--- src/rtl/hazard_controller_if.sv ---
// Pipeline-control bundle between the MIPS datapath and hazard_controller.
// Optional HAZARD_PERF_EN adds the stall/flush performance counters.
interface hazard_controller_if;
  typedef logic [4:0] regbits_t;

  logic     ihit;
  logic     dhit;
  regbits_t dec_rs;
  regbits_t dec_rt;
  logic     dec_useRs;
  logic     dec_useRt;
  logic     dec_isBranch;
  logic     dec_taken;
  logic     dec_halt;
  regbits_t ex_dest;
  regbits_t mem_dest;
  logic     ex_rfWEN;
  logic     mem_rfWEN;
  logic     ex_dREN;
  logic     mem_dREN;
  logic     mem_dWEN;
  logic     wb_halt;

  logic     pc_en;
  logic     ifde_en;
  logic     deex_en;
  logic     exmem_en;
  logic     memwb_en;
  logic     ifde_flush;
  logic     deex_flush;
  logic     halt;

`ifdef HAZARD_PERF_EN
  logic [31:0] stall_cnt;
  logic [31:0] flush_cnt;

  modport master (
    output ihit, dhit, dec_rs, dec_rt, dec_useRs, dec_useRt, dec_isBranch,
           dec_taken, dec_halt, ex_dest, mem_dest, ex_rfWEN, mem_rfWEN,
           ex_dREN, mem_dREN, mem_dWEN, wb_halt,
    input  pc_en, ifde_en, deex_en, exmem_en, memwb_en, ifde_flush,
           deex_flush, halt, stall_cnt, flush_cnt
  );

  modport slave (
    input  ihit, dhit, dec_rs, dec_rt, dec_useRs, dec_useRt, dec_isBranch,
           dec_taken, dec_halt, ex_dest, mem_dest, ex_rfWEN, mem_rfWEN,
           ex_dREN, mem_dREN, mem_dWEN, wb_halt,
    output pc_en, ifde_en, deex_en, exmem_en, memwb_en, ifde_flush,
           deex_flush, halt, stall_cnt, flush_cnt
  );
`else
  modport master (
    output ihit, dhit, dec_rs, dec_rt, dec_useRs, dec_useRt, dec_isBranch,
           dec_taken, dec_halt, ex_dest, mem_dest, ex_rfWEN, mem_rfWEN,
           ex_dREN, mem_dREN, mem_dWEN, wb_halt,
    input  pc_en, ifde_en, deex_en, exmem_en, memwb_en, ifde_flush,
           deex_flush, halt
  );

  modport slave (
    input  ihit, dhit, dec_rs, dec_rt, dec_useRs, dec_useRt, dec_isBranch,
           dec_taken, dec_halt, ex_dest, mem_dest, ex_rfWEN, mem_rfWEN,
           ex_dREN, mem_dREN, mem_dWEN, wb_halt,
    output pc_en, ifde_en, deex_en, exmem_en, memwb_en, ifde_flush,
           deex_flush, halt
  );
`endif
endinterface

--- src/rtl/hazard_controller.sv ---
// Five-stage MIPS hazard controller: load-use, branch-in-decode, cache-miss and halt drain.
// Define HAZARD_PERF_EN to add the stall_cnt / flush_cnt performance counters.
module hazard_controller (
  input  logic               CLK,
  input  logic               nRST,
  hazard_controller_if.slave hif
);

  typedef enum logic [1:0] {
    RUN    = 2'd0,
    DRAIN  = 2'd1,
    HALTED = 2'd2
  } state_t;

  state_t r_state;
  logic   r_halt;

  logic w_dwait;
  logic w_ex_match;
  logic w_mem_match;
  logic w_ldstall;
  logic w_redirect;
  logic w_pc_en;
  logic w_ifde_en;
  logic w_deex_en;
  logic w_exmem_en;
  logic w_memwb_en;
  logic w_ifde_flush;
  logic w_deex_flush;

  // Register 0 never carries a dependency, and an unused source never matches.
  assign w_ex_match  = (hif.ex_dest != 5'd0) && hif.ex_rfWEN &&
                       ((hif.dec_useRs && (hif.dec_rs == hif.ex_dest)) ||
                        (hif.dec_useRt && (hif.dec_rt == hif.ex_dest)));
  assign w_mem_match = (hif.mem_dest != 5'd0) && hif.mem_rfWEN &&
                       ((hif.dec_useRs && (hif.dec_rs == hif.mem_dest)) ||
                        (hif.dec_useRt && (hif.dec_rt == hif.mem_dest)));

  assign w_dwait   = (hif.mem_dREN || hif.mem_dWEN) && !hif.dhit;
  assign w_ldstall = (w_ex_match && hif.ex_dREN) ||
                     (hif.dec_isBranch && w_ex_match) ||
                     (hif.dec_isBranch && w_mem_match && hif.mem_dREN);

  // NOTE: every output gets a default first so no path through the block can infer a latch.
  always_comb begin
    w_pc_en      = 1'b0;
    w_ifde_en    = 1'b0;
    w_deex_en    = 1'b0;
    w_exmem_en   = 1'b0;
    w_memwb_en   = 1'b0;
    w_ifde_flush = 1'b0;
    w_deex_flush = 1'b0;
    w_redirect   = 1'b0;

    if (!nRST) begin
      w_ifde_flush = 1'b1;
      w_deex_flush = 1'b1;
    end else if (r_state != HALTED) begin
      if (w_dwait) begin
        // everything frozen while the data cache is busy
      end else if (w_ldstall) begin
        w_deex_en    = 1'b1;
        w_exmem_en   = 1'b1;
        w_memwb_en   = 1'b1;
        w_deex_flush = 1'b1;
      end else if ((r_state == RUN) && !hif.ihit) begin
        w_ifde_en    = 1'b1;
        w_deex_en    = 1'b1;
        w_exmem_en   = 1'b1;
        w_memwb_en   = 1'b1;
        w_ifde_flush = 1'b1;
      end else if ((r_state == RUN) && hif.dec_taken) begin
        w_pc_en      = 1'b1;
        w_ifde_en    = 1'b1;
        w_deex_en    = 1'b1;
        w_exmem_en   = 1'b1;
        w_memwb_en   = 1'b1;
        w_ifde_flush = 1'b1;
        w_redirect   = 1'b1;
      end else begin
        w_pc_en      = 1'b1;
        w_ifde_en    = 1'b1;
        w_deex_en    = 1'b1;
        w_exmem_en   = 1'b1;
        w_memwb_en   = 1'b1;
      end

      // Draining: fetch is closed and decode is fed bubbles until HALT retires.
      if (r_state == DRAIN) begin
        w_pc_en      = 1'b0;
        w_ifde_flush = 1'b1;
      end
    end
  end

  assign hif.pc_en      = w_pc_en;
  assign hif.ifde_en    = w_ifde_en;
  assign hif.deex_en    = w_deex_en;
  assign hif.exmem_en   = w_exmem_en;
  assign hif.memwb_en   = w_memwb_en;
  assign hif.ifde_flush = w_ifde_flush;
  assign hif.deex_flush = w_deex_flush;
  assign hif.halt       = r_halt;

`ifdef HAZARD_PERF_EN
  logic [31:0] r_stall_cnt;
  logic [31:0] r_flush_cnt;
`endif

  // NOTE: sequential state uses non-blocking assignments so every register samples pre-edge values.
  always_ff @(posedge CLK) begin
    if (!nRST) begin
      r_state <= RUN;
      r_halt  <= 1'b0;
`ifdef HAZARD_PERF_EN
      r_stall_cnt <= 32'd0;
      r_flush_cnt <= 32'd0;
`endif
    end else begin
      case (r_state)
        RUN: begin
          if (hif.dec_halt && !w_dwait && !w_ldstall)
            r_state <= DRAIN;
        end
        DRAIN: begin
          if (hif.wb_halt && !w_dwait) begin
            r_state <= HALTED;
            r_halt  <= 1'b1;
          end
        end
        default: begin
          // HALTED is sticky until reset
        end
      endcase
`ifdef HAZARD_PERF_EN
      if (r_state != HALTED) begin
        if (!w_pc_en)
          r_stall_cnt <= r_stall_cnt + 32'd1;
        if (w_redirect)
          r_flush_cnt <= r_flush_cnt + 32'd1;
      end
`endif
    end
  end

`ifdef HAZARD_PERF_EN
  assign hif.stall_cnt = r_stall_cnt;
  assign hif.flush_cnt = r_flush_cnt;
`endif

endmodule

--- src/flat_wrapper.sv ---
// flat-port wrapper written by rule: the top's interface ports become plain ports
module hazard_controller_flat 
  (CLK, nRST, hif_ihit, hif_dhit, hif_dec_rs, hif_dec_rt, hif_dec_useRs, hif_dec_useRt, hif_dec_isBranch, hif_dec_taken, hif_dec_halt, hif_ex_dest, hif_mem_dest, hif_ex_rfWEN, hif_mem_rfWEN, hif_ex_dREN, hif_mem_dREN, hif_mem_dWEN, hif_wb_halt, hif_pc_en, hif_ifde_en, hif_deex_en, hif_exmem_en, hif_memwb_en, hif_ifde_flush, hif_deex_flush, hif_halt);
  hazard_controller_if hif_i ();
  input  logic CLK;
  input  logic nRST;
  input wire logic [$bits(hif_i.ihit)-1:0] hif_ihit;
  input wire logic [$bits(hif_i.dhit)-1:0] hif_dhit;
  input wire logic [$bits(hif_i.dec_rs)-1:0] hif_dec_rs;
  input wire logic [$bits(hif_i.dec_rt)-1:0] hif_dec_rt;
  input wire logic [$bits(hif_i.dec_useRs)-1:0] hif_dec_useRs;
  input wire logic [$bits(hif_i.dec_useRt)-1:0] hif_dec_useRt;
  input wire logic [$bits(hif_i.dec_isBranch)-1:0] hif_dec_isBranch;
  input wire logic [$bits(hif_i.dec_taken)-1:0] hif_dec_taken;
  input wire logic [$bits(hif_i.dec_halt)-1:0] hif_dec_halt;
  input wire logic [$bits(hif_i.ex_dest)-1:0] hif_ex_dest;
  input wire logic [$bits(hif_i.mem_dest)-1:0] hif_mem_dest;
  input wire logic [$bits(hif_i.ex_rfWEN)-1:0] hif_ex_rfWEN;
  input wire logic [$bits(hif_i.mem_rfWEN)-1:0] hif_mem_rfWEN;
  input wire logic [$bits(hif_i.ex_dREN)-1:0] hif_ex_dREN;
  input wire logic [$bits(hif_i.mem_dREN)-1:0] hif_mem_dREN;
  input wire logic [$bits(hif_i.mem_dWEN)-1:0] hif_mem_dWEN;
  input wire logic [$bits(hif_i.wb_halt)-1:0] hif_wb_halt;
  output wire logic [$bits(hif_i.pc_en)-1:0] hif_pc_en;
  output wire logic [$bits(hif_i.ifde_en)-1:0] hif_ifde_en;
  output wire logic [$bits(hif_i.deex_en)-1:0] hif_deex_en;
  output wire logic [$bits(hif_i.exmem_en)-1:0] hif_exmem_en;
  output wire logic [$bits(hif_i.memwb_en)-1:0] hif_memwb_en;
  output wire logic [$bits(hif_i.ifde_flush)-1:0] hif_ifde_flush;
  output wire logic [$bits(hif_i.deex_flush)-1:0] hif_deex_flush;
  output wire logic [$bits(hif_i.halt)-1:0] hif_halt;
  assign hif_i.ihit = hif_ihit;
  assign hif_i.dhit = hif_dhit;
  assign hif_i.dec_rs = hif_dec_rs;
  assign hif_i.dec_rt = hif_dec_rt;
  assign hif_i.dec_useRs = hif_dec_useRs;
  assign hif_i.dec_useRt = hif_dec_useRt;
  assign hif_i.dec_isBranch = hif_dec_isBranch;
  assign hif_i.dec_taken = hif_dec_taken;
  assign hif_i.dec_halt = hif_dec_halt;
  assign hif_i.ex_dest = hif_ex_dest;
  assign hif_i.mem_dest = hif_mem_dest;
  assign hif_i.ex_rfWEN = hif_ex_rfWEN;
  assign hif_i.mem_rfWEN = hif_mem_rfWEN;
  assign hif_i.ex_dREN = hif_ex_dREN;
  assign hif_i.mem_dREN = hif_mem_dREN;
  assign hif_i.mem_dWEN = hif_mem_dWEN;
  assign hif_i.wb_halt = hif_wb_halt;
  assign hif_pc_en = hif_i.pc_en;
  assign hif_ifde_en = hif_i.ifde_en;
  assign hif_deex_en = hif_i.deex_en;
  assign hif_exmem_en = hif_i.exmem_en;
  assign hif_memwb_en = hif_i.memwb_en;
  assign hif_ifde_flush = hif_i.ifde_flush;
  assign hif_deex_flush = hif_i.deex_flush;
  assign hif_halt = hif_i.halt;
  hazard_controller u_core (.CLK(CLK), .nRST(nRST), .hif(hif_i));
endmodule
--- config.mk ---
export PLATFORM = sky130hd
export DESIGN_NAME = hazard_controller_flat
export DESIGN_NICKNAME = d
export VERILOG_FILES = /design/src/rtl/hazard_controller_if.sv /design/src/rtl/hazard_controller.sv /design/src/flat_wrapper.sv
export SDC_FILE = /design/constraint.sdc
export NUM_CORES = 1
export LEC_CHECK = 0
export ABC_AREA = 0
export ABC_CLOCK_PERIOD_IN_PS = 1400
export BUFFER_PORTS_ARGS = -buffer_cell sky130_fd_sc_hd__buf_2
export CORE_UTILIZATION = 30
export CTS_CLUSTER_DIAMETER = 40
export DETAILED_ROUTE_END_ITERATION = 12
export PLACE_DENSITY = 0.64
export SLEW_MARGIN = 0
export SYNTH_ARGS = -nofsm -noshare
export SYNTH_HDL_FRONTEND = slang
export SYNTH_SLANG_ARGS = --single-unit
--- constraint.sdc ---
create_clock -name CLK -period 1.4 [get_ports CLK]
set_input_delay 0.28 -clock CLK [delete_from_list [all_inputs] [get_ports CLK]]
set_output_delay 0.28 -clock CLK [all_outputs]
set_load 0.01 [all_outputs]
==> qor.yml <==
floorplan.initialDensity_pct: 31.9
synth-seq-cells: 3
netlist_top_cells_count: "xnor2_1 (20), nand2_1 (5), nand4_1 (5), nor2_1 (5), a21oi_1 (4)"
grt_setup_unrepaired: "true"
clk_pin_slew_ns: 0.04
grt_max_degree: 8
hold_viol: 0
cts-root-buf: "clkbuf_4"
cts_buffers: 3
postSynthCellCount: 65
first_global_vias: 579
setup_viol: 4
antennaDiodeCount: 0
fillers: 116
area_growth_pct: 105
min_path_type: "in2reg"
post-route-drc-count: 0
synthTopCellsByArea: "xnor2_1 (37%), dfxtp_1 (13%), nand4_1 (6.6%)"
ant_nets: 0
p_leak_nw: 0.442
synthSimpleGateAreaFrac_pct: 24.2
synth_top_area_share_pct: 36.8
synth_flop_cell: "dfxtp_1"
synth_mux_area_share_pct: 0
synth_top_area_cell: "xnor2_1"
fin_crit_sh_pct: 113
crit_arrival_ns: 1.30
avgViaCountPerCell: 5.02
hold_path_depth: 3
powerDensity_nw_per_um2: 572
dpl.cell_count: 123
seqCellArea_um2: 62.6
drt-initial-drc-count: 11
reg2reg_from: "u_core.r_state[1]$_SDFFE_PN0P_"
vdd_ir_drop_max_v: 0.000619
routed_wl_um: 1480
max_slew_margin_pct: 82.2
die_w_um: 41.8
syn_nets: 100
required_ns: 1.12
crit_path_start_kind: "primary input"
cts_tree: "done"
power_uw: 557
worstPathMaxFanout: 3
synth_cell_types: 20
first_pass_iters: 4
yosysSeqAreaShare_pct: 12.6
end_kind: "primary output"
grt_util_all_layers_pct: 17.8
die_h_um: 41.8
coreArea_um2: 1490
vias: 637
synth_most_common_cell: "xnor2_1"
r2r_cells: 3
critical_path_class: "in2out"
synth_compound_area_share_pct: 20.8
stdcell_count: 127
antenna_found_initial: 0
final.min_clock_period_ns: 1.58
utilization_pct: 65.4
outcome: "finished with violations"
final.setup.worst_slack_ns: -0.184
crit-reg2reg-capture: "u_core.hif.halt$_SDFFE_PN0P_"
slew_violations: 0
syn_area_per_cell_um2: 7.31
nets: 147
synth_top_family_by_area: "XOR/XNOR gates"
die_area_um2: 1750
max_freq_ghz: 0.631
grt_pass1_wl_um: 2480
fin_skew_ns: 0.0101
violations: "negative setup slack"
fin_setup_tns_ns: -0.677
grt_overflow: 0
cap_violations: 0
io_pins: 43
r2r_slack_ns: 0.42
multi_input_area_um2: 509
clock_latency_ns: 0.23
synth-edff-count: 0
synth-adder-area-share_pct: 0
tightest_slew_ns: 0.266
min_to: "u_core.r_state[0]$_SDFFE_PN0P_"
cts_buffer_depth: 2
setup.worst_path.start: "hif_ex_dest[1]"
dp_hpwl_um: 1150
synth_xor_area_share_pct: 36.8
min_from: "hif_dec_halt"
wire_per_inst_um: 11.7
netlist_area_um2: 475
globalplace.congestion: 0.883
h-tree-depth: 1
clock-sinks: 3
layout-drive-gt1-share_pct: 60.4
row_count: 14
portBuffers: 42
ys_warn_count: 0
async_flop_share_pct: 0
-- flip-flops by register name, summed over array words and instances, names as in the netlist --
| name | flops |
|---|---|
| u_core.r_state | 2 |
| u_core.hif.halt | 1 |
-- logic make-up after synthesis --
logic type,Yosys count
AND/OR/NAND/NOR,22
XOR/XNOR,20
AO/OA/AOI/OAI,15
buffers and inverters,5
flip-flops,3
-- per-stage QoR --
step | hold WS, ns | area, um2 | worst slack [ns]
6_report | 0.333 | 973 | -0.184
2_1_floorplan | 0.398 | 475 | 0.00786
5_1_grt | 0.335 | 973 | -0.259
3_5_place_dp | 0.449 | 706 | -0.269
3_3_place_gp | 0.444 | 706 | -0.261
4_1_cts | 0.329 | 913 | -0.167
-- area by class of cell --
cell class | count | share of cell area, %
clock buffers | 4 | 2.70
inverters | 3 | 1.16
multi-input cells | 57 | 52.3
flip-flops and latches | 3 | 6.43
well taps | 16 | 2.06
repair buffers | 44 | 35.3
-- placed cells by master, fill, tap and decap left out, types with 2 or more instances in the layout --
cell	instances
buf_2	25
buf_6	15
xnor2_1	11
xnor2_2	7
nand4_1	5
nand2_1	5
nor2_1	5
a21oi_1	3
clkbuf_4	3
xnor2_4	2
o22ai_2	2
inv_1	2
o21a_1	2
buf_4	2
dfxtp_2	2
-- critical path, stage by stage --
cell and delay [ns]:
buf_2 0.14, xnor2_2 0.16, nand4_1 0.11, o22ai_2 0.18, a22o_2 0.20, o221ai_2 0.09
buf_2 0.14
-- repair_timing --
item                                    in CTS  in global routing
setup buffers                                0                  0
endpoints found under the setup margin       7                  7
pin swaps                                   21                  3
hold buffers                                 0                  0
resized for setup                           43                 10
-- power by group --
group | total [mW] | internal, mW | switching, mW
Clock | 0.153 | 0.107 | 0.0461
Sequential | 0.101 | 0.0938 | 0.00679
Combinational | 0.303 | 0.180 | 0.123
-- layer usage --
metal,up-vias,global-route usage (%),share of wire (%)
met5,-,0,0
li1,323,-,-
met4,0,3.87,0
met1,288,24.8,46
met3,0,3.48,4.8
met2,26,28.4,49
-- worst max path at each step --
stage	end	slack, ns
2_1_floorplan	hif_deex_flush	0.008
5_1_grt	hif_deex_flush	-0.26
3_5_place_dp	hif_deex_flush	-0.27
6_report	hif_ifde_flush	-0.18
4_1_cts	hif_pc_en	-0.17
3_3_place_gp	hif_deex_flush	-0.26
Note: power is estimated with default switching activity, not from simulation.
